## src/rtl/mmio_controller_if.sv

```systemverilog
`default_nettype none
// ============================================================================
// Module      : mmio_controller_if
// Description : Processor data-memory bus seen by the MMIO controller.
// Revision    : 1.0 - initial release
// ============================================================================
interface mmio_controller_if;
    logic        req;
    logic        we;
    logic [31:0] addr;
    logic [31:0] wdata;
    logic [31:0] rdata;
    logic        ack;

    modport master (output req, output we, output addr, output wdata,
                    input  rdata, input ack);
    modport slave  (input  req, input  we, input  addr, input  wdata,
                    output rdata, output ack);
endinterface
`default_nettype wire

```

## src/rtl/mmio_controller.sv

```systemverilog
`default_nettype none
// ============================================================================
// Module      : mmio_controller
// Description : Bus decode/sequencing to RAM, debounced switches, LEDs, status.
// Revision    : 1.0 - initial release
// ============================================================================
module mmio_controller #(
    parameter int          SW_WIDTH  = 10,
    parameter int          LED_WIDTH = 10,
    parameter int          RAM_WORDS = 256,
    parameter int          DEBOUNCE  = 4,
    parameter logic [31:0] SW_ADDR   = 32'hC000_0000,
    parameter logic [31:0] LED_ADDR  = 32'hC000_0004,
    parameter logic [31:0] STAT_ADDR = 32'hC000_0008
) (
    input  wire logic                         clk,
    input  wire logic                         reset,
    mmio_controller_if.slave                  bus,
    output logic                              mem_en,
    output logic                              mem_we,
    output logic [$clog2(RAM_WORDS)-1:0]      mem_addr,
    output logic [31:0]                       mem_wdata,
    input  wire logic [31:0]                  mem_rdata,
    input  wire logic [SW_WIDTH-1:0]          switches,
    output logic [LED_WIDTH-1:0]              leds
);
    localparam int          AW          = $clog2(RAM_WORDS);
    localparam int          CW          = (DEBOUNCE > 1) ? $clog2(DEBOUNCE) : 1;
    localparam logic [31:0] C_RAM_BYTES = 32'(4 * RAM_WORDS);
    localparam logic [CW-1:0] C_CNT_MAX = CW'(DEBOUNCE - 1);

    typedef enum logic [1:0] {
        IDLE   = 2'd0,
        ACCESS = 2'd1,
        WAIT   = 2'd2,
        RESP   = 2'd3
    } state_t;

    state_t               state_q, state_d;
    logic [31:0]          addr_q, addr_d;
    logic                 we_q, we_d;
    logic [31:0]          wdata_q, wdata_d;
    logic [31:0]          resp_q, resp_d;
    logic [LED_WIDTH-1:0] leds_q, leds_d;
    logic [SW_WIDTH-1:0]  sync1_q, sync1_d, sync2_q, sync2_d;
    logic [SW_WIDTH-1:0]  cand_q, cand_d, sw_reg_q, sw_reg_d;
    logic [CW-1:0]        cnt_q, cnt_d;
    logic                 bus_err_q, bus_err_d, sw_event_q, sw_event_d;

    logic w_is_ram, w_is_sw, w_is_led, w_is_stat, w_is_err;
    logic w_err_set, w_evt_set, w_stat_clr;
    logic [31:0] w_status;

    // Decode always works from the latched request, never the live bus.
    assign w_is_ram  = (addr_q[1:0] == 2'b00) && (addr_q < C_RAM_BYTES);
    assign w_is_sw   = (addr_q == SW_ADDR);
    assign w_is_led  = (addr_q == LED_ADDR);
    assign w_is_stat = (addr_q == STAT_ADDR);
    assign w_is_err  = !(w_is_ram || w_is_sw || w_is_led || w_is_stat);
    assign w_status  = {30'b0, bus_err_q, sw_event_q};

    always_comb begin
        state_d    = state_q;
        addr_d     = addr_q;
        we_d       = we_q;
        wdata_d    = wdata_q;
        resp_d     = resp_q;
        leds_d     = leds_q;
        w_err_set  = 1'b0;
        w_stat_clr = 1'b0;
        case (state_q)
            IDLE: begin
                if (bus.req) begin
                    addr_d  = bus.addr;
                    we_d    = bus.we;
                    wdata_d = bus.wdata;
                    resp_d  = '0;
                    state_d = ACCESS;
                end
            end
            ACCESS: begin
                state_d = RESP;
                if (w_is_ram) begin
                    if (!we_q) state_d = WAIT;
                end else if (w_is_err) begin
                    w_err_set = 1'b1;
                end else if (we_q) begin
                    if (w_is_led) leds_d = wdata_q[LED_WIDTH-1:0];
                end else if (w_is_sw) begin
                    resp_d = 32'(sw_reg_q);
                end else if (w_is_led) begin
                    resp_d = 32'(leds_q);
                end else begin
                    resp_d     = w_status;
                    w_stat_clr = 1'b1;
                end
            end
            WAIT: begin
                resp_d  = mem_rdata;
                state_d = RESP;
            end
            RESP:    state_d = IDLE;
            default: state_d = IDLE;
        endcase
    end

    // Switch synchroniser and debounce; sticky status with set-over-clear.
    always_comb begin
        sync1_d   = switches;
        sync2_d   = sync1_q;
        cand_d    = cand_q;
        cnt_d     = cnt_q;
        sw_reg_d  = sw_reg_q;
        w_evt_set = 1'b0;
        if (sync2_q != cand_q) begin
            cand_d = sync2_q;
            cnt_d  = '0;
        end else if (cnt_q != C_CNT_MAX) begin
            cnt_d = cnt_q + 1'b1;
        end else if (cand_q != sw_reg_q) begin
            sw_reg_d  = cand_q;
            w_evt_set = 1'b1;
        end
        bus_err_d  = w_err_set || (bus_err_q && !w_stat_clr);
        sw_event_d = w_evt_set || (sw_event_q && !w_stat_clr);
    end

    always_ff @(posedge clk) begin
        if (reset) begin
            state_q    <= IDLE;
            addr_q     <= '0;
            we_q       <= 1'b0;
            wdata_q    <= '0;
            resp_q     <= '0;
            leds_q     <= '0;
            sync1_q    <= '0;
            sync2_q    <= '0;
            cand_q     <= '0;
            cnt_q      <= '0;
            sw_reg_q   <= '0;
            bus_err_q  <= 1'b0;
            sw_event_q <= 1'b0;
        end else begin
            state_q    <= state_d;
            addr_q     <= addr_d;
            we_q       <= we_d;
            wdata_q    <= wdata_d;
            resp_q     <= resp_d;
            leds_q     <= leds_d;
            sync1_q    <= sync1_d;
            sync2_q    <= sync2_d;
            cand_q     <= cand_d;
            cnt_q      <= cnt_d;
            sw_reg_q   <= sw_reg_d;
            bus_err_q  <= bus_err_d;
            sw_event_q <= sw_event_d;
        end
    end

    assign bus.ack   = (state_q == RESP);
    assign bus.rdata = (state_q == RESP) ? resp_q : 32'd0;
    assign mem_en    = (state_q == ACCESS) && w_is_ram;
    assign mem_we    = mem_en && we_q;
    assign mem_addr  = addr_q[2 +: AW];
    assign mem_wdata = wdata_q;
    assign leds      = leds_q;

endmodule
`default_nettype wire

```

## src/flat_wrapper.sv

```systemverilog
// flat-port wrapper written by rule: the top's interface ports become plain ports
module mmio_controller_flat 
#(
    parameter int          SW_WIDTH  = 10,
    parameter int          LED_WIDTH = 10,
    parameter int          RAM_WORDS = 256,
    parameter int          DEBOUNCE  = 4,
    parameter logic [31:0] SW_ADDR   = 32'hC000_0000,
    parameter logic [31:0] LED_ADDR  = 32'hC000_0004,
    parameter logic [31:0] STAT_ADDR = 32'hC000_0008
)
  (clk, reset, mem_en, mem_we, mem_addr, mem_wdata, mem_rdata, switches, leds, bus_req, bus_we, bus_addr, bus_wdata, bus_rdata, bus_ack);
  mmio_controller_if bus_i ();
  input  wire logic clk;
  input  wire logic reset;
  output logic mem_en;
  output logic mem_we;
  output logic [$clog2(RAM_WORDS)-1:0] mem_addr;
  output logic [31:0] mem_wdata;
  input  wire logic [31:0] mem_rdata;
  input  wire logic [SW_WIDTH-1:0] switches;
  output logic [LED_WIDTH-1:0] leds;
  input wire logic [$bits(bus_i.req)-1:0] bus_req;
  input wire logic [$bits(bus_i.we)-1:0] bus_we;
  input wire logic [$bits(bus_i.addr)-1:0] bus_addr;
  input wire logic [$bits(bus_i.wdata)-1:0] bus_wdata;
  output wire logic [$bits(bus_i.rdata)-1:0] bus_rdata;
  output wire logic [$bits(bus_i.ack)-1:0] bus_ack;
  assign bus_i.req = bus_req;
  assign bus_i.we = bus_we;
  assign bus_i.addr = bus_addr;
  assign bus_i.wdata = bus_wdata;
  assign bus_rdata = bus_i.rdata;
  assign bus_ack = bus_i.ack;
  mmio_controller #(.SW_WIDTH(SW_WIDTH), .LED_WIDTH(LED_WIDTH), .RAM_WORDS(RAM_WORDS), .DEBOUNCE(DEBOUNCE), .SW_ADDR(SW_ADDR), .LED_ADDR(LED_ADDR), .STAT_ADDR(STAT_ADDR)) u_core (.clk(clk), .reset(reset), .bus(bus_i), .mem_en(mem_en), .mem_we(mem_we), .mem_addr(mem_addr), .mem_wdata(mem_wdata), .mem_rdata(mem_rdata), .switches(switches), .leds(leds));
endmodule
```

## config.mk

```make
export PLATFORM = sky130hd
export DESIGN_NAME = mmio_controller_flat
export DESIGN_NICKNAME = d
export VERILOG_FILES = /design/src/rtl/mmio_controller_if.sv /design/src/rtl/mmio_controller.sv /design/src/flat_wrapper.sv
export SDC_FILE = /design/constraint.sdc
export NUM_CORES = 1
export LEC_CHECK = 0
export ABC_CLOCK_PERIOD_IN_PS = 2700
export CAP_MARGIN = 20
export CELL_PAD_IN_SITES_DETAIL_PLACEMENT = 0
export CELL_PAD_IN_SITES_GLOBAL_PLACEMENT = 1
export CORE_AREA = 2 2 140 142
export DETAILED_ROUTE_END_ITERATION = 12
export DIE_AREA = 0 0 142 144
export HOLD_SLACK_MARGIN = 0.03
export PLACE_DENSITY_LB_ADDON = 0.1
export SLEW_MARGIN = 20
export SYNTH_ARGS = -nofsm -noshare
export SYNTH_HDL_FRONTEND = slang
export SYNTH_SLANG_ARGS = --single-unit
```

## constraint.sdc

```tcl
create_clock -name clk -period 2.7 [get_ports clk]
set_input_delay 0.54 -clock clk [delete_from_list [all_inputs] [get_ports clk]]
set_output_delay 0.54 -clock clk [all_outputs]
set_load 0.01 [all_outputs]
```

# Word-level counts from Yosys, hierarchy flattened
# Index checks and enable logic that the tools add are counted.
# Widths: inputs -> output; s select.
# classes
add_sub_neg	1
n_mul	0
n_div	0
order_cmp	1
n_eq_ne	13
shifts	0
muxes	24
bitwise	3
n_reduce_logical	19
# op_table
operator	count
$mux 32	6
$eq 32x32->1 const B	3
$pmux 32 s3	1
$lt 32x11->1 const B	1
$ne 10x10->1	2
$mux 1	13
$mux 10	1
$reduce_and 5->1	2
$ne 2x2->1 const B	4
$pmux 2 s4	1
$logic_and 1x1->1	5
$logic_or 1x1->1	5
$eq 2x2->1 const B	2
$logic_not 2->1	2
$mux 2	2
$not 1->1	3
$reduce_and 3->1	1
$reduce_bool 3->1	1
$add 2x1->2 const B	1
$eq 2x1->1 const B	1
$ne 2x1->1 const B	1
$reduce_and 2->1	1
$reduce_or 2->1	1
$logic_not 1->1	1
# totals
register_bits	153
latchBits	0
mem_bits_rw	0
mem_bits_ro	0
in_bits	110
output_inout_bits	85
word_cells	74
memories	0

# Depth between registers and ports, before layout
# logic_depth
word_depth	11
ltp_mapped	9
depth_no_buf	7

# Worst setup path after synthesis
# OpenSTA, ideal clock, no wires.
# synth_path
path_type	reg-to-reg
from	register u_core.state_q[1]
to	register u_core.resp_q[12]
setup_time_ps	132
arrival_time_ps	2005
required_time_ps	2568
slack_ps	563
stages_incl_launch_ff	10
n_path_buf	2
period_less_slack_ps	2137
path_cell_list	dfxtp_1 inv_1 ha_1 nor2b_1 a211o_1 or4_1 buf_2 clkbuf_1 nand3_1 a21oi_1
# synth_between
elab_chain_cells	3
word_cells_on_any_way	10
cone_classes	eq/ne: 6; mux: 1; reduce/logical: 3
# synth_rtl
item	line_no	text
start: declaration	mmio_controller.sv:39	state_t state_q, state_d;
start signal: assignment	mmio_controller.sv:144	state_q <= state_d;
$eq 2x1->1, or another cell as far along	mmio_controller.sv:71	case (state_q)
$ne 2x2->1 (no line), or another cell as far along	--	
$reduce_and 5->1 (no line)	--	
end signal: assignment	mmio_controller.sv:148	resp_q <= resp_d;
end: declaration	mmio_controller.sv:43	logic [31:0] resp_q, resp_d;
# Parallel ways exist; a longest one is shown, timed or not.
# A chain may end at the register's enable or synchronous reset.

# Final worst setup path
# layout_path
from	register u_core.addr_q[10]
to	output port mem_we
# layout_between
elab_chain_cells	4
# layout_rtl
item	line_no	text
start: declaration	mmio_controller.sv:40	logic [31:0] addr_q, addr_d;
start signal: assignment	mmio_controller.sv:145	addr_q <= addr_d;
$lt 32x11->1	mmio_controller.sv:55	assign w_is_ram = (addr_q[1:0] == 2'b00) && (addr_q < C_RAM_BYTES);
$logic_and 1x1->1	mmio_controller.sv:55	
$logic_and 1x1->1	mmio_controller.sv:162	assign mem_en = (state_q == ACCESS) && w_is_ram;
$logic_and 1x1->1	mmio_controller.sv:163	assign mem_we = mem_en && we_q;
end: declaration	flat_wrapper.sv:17	output logic mem_we;
# Every way passes these cells.

==> run_results.csv <==
group,metric,value,unit
worst_setup_path,crit_slowest_cell,"nor4_2",
sta,drv_slew,0,
grt,gr-total-overflow,0,
sta,rsz0062_at_grt,"false",
min_path,min_from,"u_core.sync1_q[4]",
clocking,cts_tree,"done",
grt,grt_util_met2,29.0,%
logic_synthesis,synth_largest_area_cell,"dfxtp_1",
detailed_routing,drc,0,
logic_synthesis,async_reset_ff_share,0,%
grt,met3_usage,5.93,%
worst_setup_path,crit_type,"flop to primary output",
logic_synthesis,synth_edf_count,0,
placed_design,place_congestion,0.826,
final_layout,final_cell_mix,"191 x clkdlybuf4s50_1, 153 x dfxtp_1, 145 x nand2_1",
placed_design,pre_cts_ws,0.127,ns
final_layout,final_common_cell,"clkdlybuf4s50_1",
logic_synthesis,synth.distinct_cells,44,
placed_design,placedInstanceArea,8470,µm²
worst_setup_path,critical_path_required,2.16,ns
logic_synthesis,netlist_top_cells_area,"dfxtp_1 48%, nand2_1 8.7%, a21oi_1 7.8%, and2_1 3.7%, mux2i_1 3.2%",
pwr,cellLeakagePower,3.24,nW
worst_setup_path,worstReg2RegEnd,"u_core.resp_q[25]",
grt,use_met1,21.5,%
worst_setup_path,start_kind,"flop",
final_layout,layout-drive-gt1-share,7.63,%
worst_setup_path,crit_buf_inv,1,
logic_synthesis,synth-seq-cells,153,
sta,finalSetupViolations,0,
status,status,"finished clean",
placed_design,dpl.hpwl,12500,µm
clocking,clk_path_buf_depth,2,
detailed_routing,drtIter0Drc,266,
min_path,hold-path-endpoint,"u_core.sync2_q[4]",
logic_synthesis,synth_cells,735,
sta,holdWs,0.435,ns
clocking,htreeDepth,4,
logic_synthesis,ys.warnings.count,0,
worst_setup_path,critPathArrivalTime,2.03,ns
clocking,worst_skew_pair.late_latency,0.42,ns
clocking,clk_pin_slew,0.06,ns
worst_setup_path,max_stage_delay,0.37,ns
floorplanning,dieArea,20400,µm²
final_layout,diodes,0,
clocking,cts_buffers,17,
grt,grt_pass1_vias,5614,
grt,grtUsageTotal,17.6,%
detailed_routing,drtAntennaViolNets,0,
sta,relSlewSlack,34.2,%
sta,tightest_slew,0.979,ns
sta,min_period_over_period,95.2,%
min_path,hold_path_class,"flop to flop",
worst_setup_path,crit_family,"simple AND/OR/NAND/NOR gates",
floorplanning,die_w,142,µm
min_path,min_path_cells,1,
detailed_routing,post_drt_wl_per_cell,15.4,µm
sta,fmax,389,MHz
logic_synthesis,synth.avg_cell_area,8.60,µm²
sta,finalHoldViolCount,0,
floorplanning,initial_core_util,33.1,%
detailed_routing,num_vias,5605,
clocking,clock-sinks,153,
final_layout,fillers,1798,
worst_setup_path,cp-end-kind,"primary output",
final_layout,finish.cell_count_without_fillers,1156,
detailed_routing,drtPass1Iterations,4,
detailed_routing,routed_wirelength,17800,µm
worst_setup_path,ff2ff_path_depth,8,
floorplanning,rows,51,
logic_synthesis,synthFlopType,"dfxtp_1",
logic_synthesis,synth_nets,851,
worst_setup_path,worstPathMaxFanout,4,
pwr,powerDensity,791,nW/µm²
placed_design,numPortBuffers,194,
sta,period_needed,2.57,ns
floorplanning,fp.dieH,144,µm
final_layout,layout.nets,1021,
final_layout,area_growth,44.2,%
worst_setup_path,path_depth,6,
pwr,irDropWorstVdd,0.448,mV
clocking,root_buffer,"clkbuf_16",
sta,skew,0.00915,ns
placed_design,dp.cells,1123,
clocking,hold_buffers,0,
sta,setup_slack,0.129,ns
grt,antenna_found_initial,0,
detailed_routing,vias_per_cell,4.85,
floorplanning,core,19100,µm²
grt,grt_pass1_wl,28500,µm
final_layout,fin_area,9120,µm²
worst_setup_path,reg2reg_slack,0.41,ns
logic_synthesis,synth.yosys.seq_area_share,48.5,%
grt,grt_most_used_layer,"met2",
sta,timing.setup.tns,0,ns
worst_setup_path,r2r_start,"u_core.state_q[1]",
grt,grt_max_degree,119,
floorplanning,pin_count,195,
worst_setup_path,crit_chain,"nor4_2 > and2_4 > nand3_1 > nor2_2 > and2_1 > dlygate4sd2_1",
flow_run,max-cap-violations,0,
logic_synthesis,netlist_area,6320,µm²
logic_synthesis,yosys.area.top_type_share,48.5,%
[how the worst max path moves through the flow]
stage / start / endpoint / slack (ns)
floorplan: u_core.state_q[1] / u_core.resp_q[12] / 0.56
global placement: bus_req / u_core.resp_q[17] / 0.18
detailed placement: bus_req / u_core.resp_q[8] / 0.13
CTS: u_core.addr_q[28] / mem_we / 0.10
global route: u_core.addr_q[10] / mem_we / 0.04
finish: u_core.addr_q[10] / mem_we / 0.13
[kinds of logic (layout without fill, tap and decap cells)]
logic type	count (synthesis)	count (layout)	synth area share [%]
simple gates	305	305	24.3
compound gates	164	164	15.3
flops	153	153	48.5
buf+inv	64	247	4.34
mux	22	22	3.52
xor+xnor	21	21	2.91
fa+ha+maj	6	6	1.19
[what timing repair did]
| action | 4_1_cts | 5_1_grt |
|---|---|---|
| resized for setup | 10 | 0 |
| setup endpoints to repair | 2 | 0 |
| buffers inserted | 1 | 0 |
[area by class of cell]
| type | instances | area [µm²] | area share [%] |
|---|---|---|---|
| well taps | 238 | 298 | 3.27 |
| clock buffers | 17 | 425 | 4.67 |
| clock inverters | 15 | 169 | 1.85 |
| repair buffers | 211 | 2100 | 23.1 |
| inverters | 4 | 15.0 | 0.165 |
| flip-flops and latches | 153 | 3060 | 33.6 |
| multi-input cells | 518 | 3040 | 33.4 |
[synth_stat cells (8+ instances only)]
library cell,count
a21oi_1,98
a22o_1,10
and2_1,37
buf_1,8
buf_4,8
clkbuf_1,41
dfxtp_1,153
mux2i_1,20
nand2_1,146
nand2b_1,21
nand3_1,34
nor2_1,8
nor2b_1,31
o211ai_1,22
o21ai_0,15
xnor2_1,10
xor2_1,11
[report_power, final]
part | internal (mW) | total [mW] | switching [mW]
combinational | 0.894 | 2.10 | 1.21
clock | 1.38 | 2.39 | 1.01
sequential | 2.52 | 2.72 | 0.203
[metal layers]
metal	vias to the layer above	routed length [µm]
met5	-	0
li1	2839	-
met3	20	1310
met1	2569	8120
met4	0	234
met2	177	8090
[sequential cells by signal, summed over array words and instances, names as in the netlist]
signal	cells
u_core.resp_q	32
u_core.mem_wdata	32
u_core.state_q	2
u_core.sw_event_q	1
u_core.cnt_q	2
u_core.cand_q	10
u_core.addr_q	32
u_core.leds	10
u_core.bus_err_q	1
u_core.sync2_q	10
u_core.sw_reg_q	10
u_core.we_q	1
u_core.sync1_q	10
[stage by stage]
step,util (%),total power [mW]
after floorplan,-,3.96
after global placement,44.4,4.76
after detailed placement,44.4,4.81
after CTS,47.8,7.30
after global routing,47.8,7.62
final,47.8,7.21
Note: power is estimated with default switching activity, not from simulation.
